[src/rtl/substitui_bytes_inv.sv]
// AES inverse SubBytes over a 128-bit block, L bytes per clock with a ready/valid handshake.
// Define SUBSTITUI_BYTES_INV_QUATRO_LANES_EN for 4 lanes (4 clocks); default is 1 lane (16 clocks).
module substitui_bytes_inv (
  input  logic         clk,
  input  logic         rst_n,
  input  logic [127:0] bloco,
  input  logic         entrada_valida,
  output logic         entrada_pronta,
  output logic [127:0] saida,
  output logic         saida_valida,
  input  logic         saida_pronta
);

`ifdef SUBSTITUI_BYTES_INV_QUATRO_LANES_EN
  localparam int LANES = 4;
`else
  localparam int LANES = 1;
`endif
  localparam int DATA_W = 128;
  localparam int STAGES = 16 / LANES;
  // One spare count value so the counter can step past the last lane without wrapping.
  localparam int CNT_W = $clog2(STAGES + 1);
  localparam logic [CNT_W-1:0] ULTIMO = CNT_W'(STAGES - 1);

  localparam logic [7:0] INV_SBOX [256] = '{
    8'h52, 8'h09, 8'h6a, 8'hd5, 8'h30, 8'h36, 8'ha5, 8'h38, 8'hbf, 8'h40, 8'ha3, 8'h9e, 8'h81, 8'hf3, 8'hd7, 8'hfb,
    8'h7c, 8'he3, 8'h39, 8'h82, 8'h9b, 8'h2f, 8'hff, 8'h87, 8'h34, 8'h8e, 8'h43, 8'h44, 8'hc4, 8'hde, 8'he9, 8'hcb,
    8'h54, 8'h7b, 8'h94, 8'h32, 8'ha6, 8'hc2, 8'h23, 8'h3d, 8'hee, 8'h4c, 8'h95, 8'h0b, 8'h42, 8'hfa, 8'hc3, 8'h4e,
    8'h08, 8'h2e, 8'ha1, 8'h66, 8'h28, 8'hd9, 8'h24, 8'hb2, 8'h76, 8'h5b, 8'ha2, 8'h49, 8'h6d, 8'h8b, 8'hd1, 8'h25,
    8'h72, 8'hf8, 8'hf6, 8'h64, 8'h86, 8'h68, 8'h98, 8'h16, 8'hd4, 8'ha4, 8'h5c, 8'hcc, 8'h5d, 8'h65, 8'hb6, 8'h92,
    8'h6c, 8'h70, 8'h48, 8'h50, 8'hfd, 8'hed, 8'hb9, 8'hda, 8'h5e, 8'h15, 8'h46, 8'h57, 8'ha7, 8'h8d, 8'h9d, 8'h84,
    8'h90, 8'hd8, 8'hab, 8'h00, 8'h8c, 8'hbc, 8'hd3, 8'h0a, 8'hf7, 8'he4, 8'h58, 8'h05, 8'hb8, 8'hb3, 8'h45, 8'h06,
    8'hd0, 8'h2c, 8'h1e, 8'h8f, 8'hca, 8'h3f, 8'h0f, 8'h02, 8'hc1, 8'haf, 8'hbd, 8'h03, 8'h01, 8'h13, 8'h8a, 8'h6b,
    8'h3a, 8'h91, 8'h11, 8'h41, 8'h4f, 8'h67, 8'hdc, 8'hea, 8'h97, 8'hf2, 8'hcf, 8'hce, 8'hf0, 8'hb4, 8'he6, 8'h73,
    8'h96, 8'hac, 8'h74, 8'h22, 8'he7, 8'had, 8'h35, 8'h85, 8'he2, 8'hf9, 8'h37, 8'he8, 8'h1c, 8'h75, 8'hdf, 8'h6e,
    8'h47, 8'hf1, 8'h1a, 8'h71, 8'h1d, 8'h29, 8'hc5, 8'h89, 8'h6f, 8'hb7, 8'h62, 8'h0e, 8'haa, 8'h18, 8'hbe, 8'h1b,
    8'hfc, 8'h56, 8'h3e, 8'h4b, 8'hc6, 8'hd2, 8'h79, 8'h20, 8'h9a, 8'hdb, 8'hc0, 8'hfe, 8'h78, 8'hcd, 8'h5a, 8'hf4,
    8'h1f, 8'hdd, 8'ha8, 8'h33, 8'h88, 8'h07, 8'hc7, 8'h31, 8'hb1, 8'h12, 8'h10, 8'h59, 8'h27, 8'h80, 8'hec, 8'h5f,
    8'h60, 8'h51, 8'h7f, 8'ha9, 8'h19, 8'hb5, 8'h4a, 8'h0d, 8'h2d, 8'he5, 8'h7a, 8'h9f, 8'h93, 8'hc9, 8'h9c, 8'hef,
    8'ha0, 8'he0, 8'h3b, 8'h4d, 8'hae, 8'h2a, 8'hf5, 8'hb0, 8'hc8, 8'heb, 8'hbb, 8'h3c, 8'h83, 8'h53, 8'h99, 8'h61,
    8'h17, 8'h2b, 8'h04, 8'h7e, 8'hba, 8'h77, 8'hd6, 8'h26, 8'he1, 8'h69, 8'h14, 8'h63, 8'h55, 8'h21, 8'h0c, 8'h7d
  };

  function automatic logic [7:0] inv_sbox(input logic [7:0] x);
    return INV_SBOX[x];
  endfunction

  typedef enum logic [1:0] {OCIOSO, PROCESSA, PRONTO} estado_t;

  estado_t           estado;
  logic [CNT_W-1:0]  cnt;
  logic [DATA_W-1:0] reg_estado;
  logic [DATA_W-1:0] reg_estado_nxt;
  logic [3:0]        base;
  logic [3:0]        lane_idx [LANES];
  logic [7:0]        lane_in  [LANES];
  logic [7:0]        lane_out [LANES];

  assign base = 4'(cnt * LANES);

  for (genvar j = 0; j < LANES; j++) begin : g_lane
    assign lane_idx[j] = base + 4'(j);
    assign lane_in[j]  = reg_estado[{lane_idx[j], 3'b000} +: 8];
    assign lane_out[j] = inv_sbox(lane_in[j]);
  end

  always_comb begin
    reg_estado_nxt = reg_estado;
    for (int j = 0; j < LANES; j++) begin
      reg_estado_nxt[{lane_idx[j], 3'b000} +: 8] = lane_out[j];
    end
  end

  assign saida = reg_estado;

  // Control and state register; reset clears the block in flight so no partial result escapes.
  always_ff @(posedge clk) begin
    if (!rst_n) begin
      estado         <= OCIOSO;
      cnt            <= '0;
      reg_estado     <= '0;
      entrada_pronta <= 1'b1;
      saida_valida   <= 1'b0;
    end else begin
      case (estado)
        OCIOSO: begin
          if (entrada_valida) begin
            reg_estado     <= bloco;
            cnt            <= '0;
            estado         <= PROCESSA;
            entrada_pronta <= 1'b0;
          end
        end
        PROCESSA: begin
          reg_estado <= reg_estado_nxt;
          cnt        <= cnt + CNT_W'(1);
          if (cnt == ULTIMO) begin
            estado       <= PRONTO;
            saida_valida <= 1'b1;
          end
        end
        PRONTO: begin
          if (saida_pronta) begin
            estado         <= OCIOSO;
            saida_valida   <= 1'b0;
            entrada_pronta <= 1'b1;
          end
        end
        default: begin
          estado         <= OCIOSO;
          entrada_pronta <= 1'b1;
          saida_valida   <= 1'b0;
        end
      endcase
    end
  end

endmodule
[config.mk]
export PLATFORM = sky130hd
export DESIGN_NAME = substitui_bytes_inv
export DESIGN_NICKNAME = d
export VERILOG_FILES = /design/src/rtl/substitui_bytes_inv.sv
export SDC_FILE = /design/constraint.sdc
export NUM_CORES = 1
export LEC_CHECK = 0
export ABC_AREA = 1
export CELL_PAD_IN_SITES_DETAIL_PLACEMENT = 0
export CELL_PAD_IN_SITES_GLOBAL_PLACEMENT = 1
export CORE_ASPECT_RATIO = 0.75
export CORE_MARGIN = 4
export CORE_UTILIZATION = 31
export CTS_BUF_LIST = sky130_fd_sc_hd__clkbuf_8 sky130_fd_sc_hd__clkbuf_16
export CTS_CLUSTER_DIAMETER = 40
export DETAILED_ROUTE_END_ITERATION = 10
export PLACE_DENSITY_LB_ADDON = 0.1
export SYNTH_ARGS = -nofsm -noshare
export SYNTH_HDL_FRONTEND = slang
export SYNTH_SLANG_ARGS = --single-unit
[constraint.sdc]
create_clock -name clk -period 2.96 [get_ports clk]
set_clock_uncertainty 0.2 [all_clocks]
set_input_delay 0.592 -clock clk [delete_from_list [all_inputs] [get_ports clk]]
set_output_delay 0.592 -clock clk [all_outputs]
set_load 0.03 [all_outputs]
==> summary.md <==
| Metric | Value |
|---|---|
| Crit-path most repeated cell | `nand2_1` |
| Slew Limit Fails | `0` |
| Peak VDD IR | `0.354 mV` |
| Die Wd | `228 µm` |
| Adder-cell share of the synthesized area | `0.0277` |
| Share of post-route cells with drive strength above 1 | `0.318` |
| PwrDens | `622 nW/µm²` |
| Largest family of logic cells by synthesized area | `simple AND/OR/NAND/NOR gates` |
| Number of synthesized flops with an enable pin | `0` |
| Placed cells | `2923` |
| HP Start | `cnt[4]` |
| Synth-to-layout area growth | `81.3%` |
| Grt ovf | `0` |
| Post-Place Worst Slack | `-1.05 ns` |
| Drt via density | `approximately 5.8` |
| Slew @ Worst Pin | `0.606 ns` |
| I/O pin count | `262` |
| Post-DP HPWL | `between 50 and 60 mm` |
| Crit path required time | `3.07 ns` |
| FMAX | `279 MHz` |
| Synth area leaders | `dfxtp_1 (24%), nand3_1 (17%), nand2_1 (16%)` |
| Site row count | `60` |
| Critical Path Source Type | `flip-flop` |
| R2R setup slack | `-0.62 ns` |
| Worst path max stage delay | `0.48 ns` |
| Unique masters post-synth | `a little over 40` |
| Port Buffer Count | `261` |
| Largest net degree at the start of global routing | `58` |
| Top Metal Used | `met4` |
| Antenna Cells | `0` |
| Multiplexer share of the synthesized area | `0` |
| Worst Path Arrival | `around 3.7 ns` |
| CTS tree | `built` |
| Initial antenna violation count | `0` |
| Via Count | `17.4k` |
| Crit-path cells | `buf_12 -> buf_16 -> nand2_4 -> nand3_2 -> nand2_1 -> nor2_2 -> nand2_4 -> nand2_8 -> inv_8 -> ha_4 -> nand3_4 -> buf_6 -> nor2_4 -> nor2_4 -> buf_4 -> nand2_1 -> nand3_2 -> nand2_1 -> nand2_1 -> nand3_2 -> nand2_4 -> buf_12 -> nand4_1 -> a21oi_1` |
| Top cell type by total area after synthesis | `dfxtp_1` |
| Clk buf depth | `2` |
| Synth Area in XOR/XNOR | `0` |
| Met3 wire len | `around 9.5 mm` |
| Synth top area share | `0.243` |
| Htree depth | `4` |
| # DRC | `0` |
| Hold EP | `cnt[4]` |
| Metal-1 WL | `between 30 and 40 mm` |
| Synth warn | `0` |
| R2R Path End | `saida[107]` |
| Fin worst setup slack | `-0.621 ns` |
| Post-synth top cells | `nand2_1 (495), nand3_1 (379), inv_1 (171), dfxtp_1 (137), a21oi_1 (133)` |
| Die area | `39500 µm²` |
| Count leader, synth | `nand2_1` |
| Max-cap violation count | `0` |
| Worst Reg-to-Reg Cells | `24` |
| Top FF cell, synth | `dfxtp_1` |
| Initial Utilization | `0.314` |
| First-pass GRT wire length | `110 mm` |
| Post-Syn Instances | `1932` |
| CTS Sinks | `around 140` |
| Seq cells post-synth | `between 100 and 150` |
| Final net count | `2701` |
| Post-synth net total | `2089` |
| DR WL/cell | `25.2 µm` |
| Share of the yosys chip area belonging to registers | `0.243` |
| Hold depth | `2` |
| Post-synthesis async set-or-reset flop share | `0` |
| Final antenna-violating net count | `0` |
| Syn_area_per_cell | `between 5 and 6 µm²` |
| Root Buffer | `clkbuf_16` |
| Maximum fanout along the worst path | `8` |
| Slowest CP cell | `dfxtp_4` |
| Finish-stage setup viols | `roughly 130` |
| Cell area after synthesis | `11300 µm²` |
| Worst R2R Start | `cnt[0]` |
| Compound-Gate Fraction of Synth Area | `0.150` |
| GP Congestion | `1.04` |
| Failing checks | `negative setup slack` |
| Worst-path clk slew | `0.06 ns` |
| Clock Latency Late Sink | `about 0.44 ns` |
| Die H | `173 µm` |
| Pre-antenna DRT Iters | `6` |
| Period utilization | `1.21` |
| Crit path buffers/inverters | `6` |
| Hold Path Class | `reg -> reg` |
| Num CTS Buffers | `17` |
| GR Util All Layers | `0.363` |
| Leakage | `0.00872 µW` |
| Final hold slack | `0.269 ns` |
| Synth Area in Simple Gates | `0.453` |
| Detailed Route Iter0 Violations | `2925` |
| Total Wirelength | `approximately 76 mm` |
| Max_slew headroom | `0.596` |
| Core Area | `35900 µm²` |
| Non-Filler Instances | `3022` |
| Number of global-route vias before repair | `16.4k` |
| Fin. Hold Viols | `0` |
| Shortest period the worst path allows | `3.58 ns` |
| Cell family with most CP delay | `simple AND/OR/NAND/NOR gates` |
| Status | `finished with violations` |
| RSZ-0062 raised after global routing | `true` |
| Met2 WL post-DR | `29.9 mm` |
| Util after Layout | `0.570` |
| Crit path capture type | `flip-flop` |
| Kind of critical path | `reg -> reg` |
where the power goes:
part           internal, µW  total (µW)  switching, µW
Sequential             1970        2110            132
Clock                  1210        2140            931
Combinational          3540        8490           4950
Total                  6720       12700           6010
sequential cells by signal (all words and copies together) (netlist names):
signal,cells
cnt,5
saida,128
estado,2
saida_valida,1
entrada_pronta,1
cell usage in the layout (no fill, tap or decap), types with 14 or more instances in the layout:
master and instances:
nand2_1 422, buf_4 349, nand3_1 273, clkdlybuf4s50_1 261, inv_1 158, dfxtp_1 134
a21oi_1 111, o21ai_0 106, nor2_1 102, nand3_2 87, nand4_1 85, nand2_2 56
buf_12 48, buf_6 45, a31oi_1 33, nand2_4 30, nor2_2 26, a21oi_2 21
nand3_4 20, clkbuf_16 19, nor2_4 15, o21ai_1 14
kinds of logic (layout without fill, tap and decap cells):
group | Yosys count | after routing
AO/OA/AOI/OAI | 314 | 314
adder cells (fa/ha/maj) | 25 | 25
buffers and inverters | 318 | 942
flip-flops | 137 | 137
AND/OR/NAND/NOR | 1138 | 1139
worst min-delay path: cells and delay by family, from the launching register on:
family           cells  cell delay (ns)
flip-flops           1             0.31
AND/OR/NAND/NOR      1             0.06
AO/OA/AOI/OAI        1             0.05
layer usage:
metal  up-vias  GRT usage
li1       7750          -
met1      8239      0.553
met2      1233      0.500
met3       175     0.0921
met4         0     0.0994
met5         -          0
stage by stage:
step / instance area [µm²] / TNS, ns / power, µW
floorplan: 11300 / 0 / 4930
global placement: 17300 / -100.66 / 8570
detailed placement: 17300 / -97.51 / 8480
CTS: 19800 / -40.26 / 12000
global route: 20500 / -70.46 / 13100
finish: 20500 / -58.35 / 12700
final cells by class:
cell class	instances	area, µm²
fillers	3404	15400
multi-input cells	1478	8630
repair buffers	722	7140
flip-flops and latches	137	2750
inverters	188	777
well taps	465	582
clock buffers	19	453
clock inverters	13	119
what timing repair did:
item                                    CTS  global route
gates resized for setup                 342           106
setup buffers                            38            18
gates cloned                             10             2
endpoints found under the setup margin  128           128
pin swaps                                68            59
hold buffers                              0             0
worst max path at each step:
| stage | start | cells past startpoint | endpoint | slack [ns] |
|---|---|---|---|---|
| detailed placement | cnt[0] | 20 | saida[29] | -1.05 |
| CTS | cnt[0] | 25 | saida[42] | -0.41 |
| floorplan | cnt[0] | 18 | saida[58] | 0.002 |
| global route | cnt[0] | 23 | saida[51] | -0.69 |
| finish | cnt[0] | 24 | saida[107] | -0.62 |
| global placement | cnt[0] | 20 | saida[29] | -1.04 |
No activity file was read; power rests on OpenSTA's default activity.
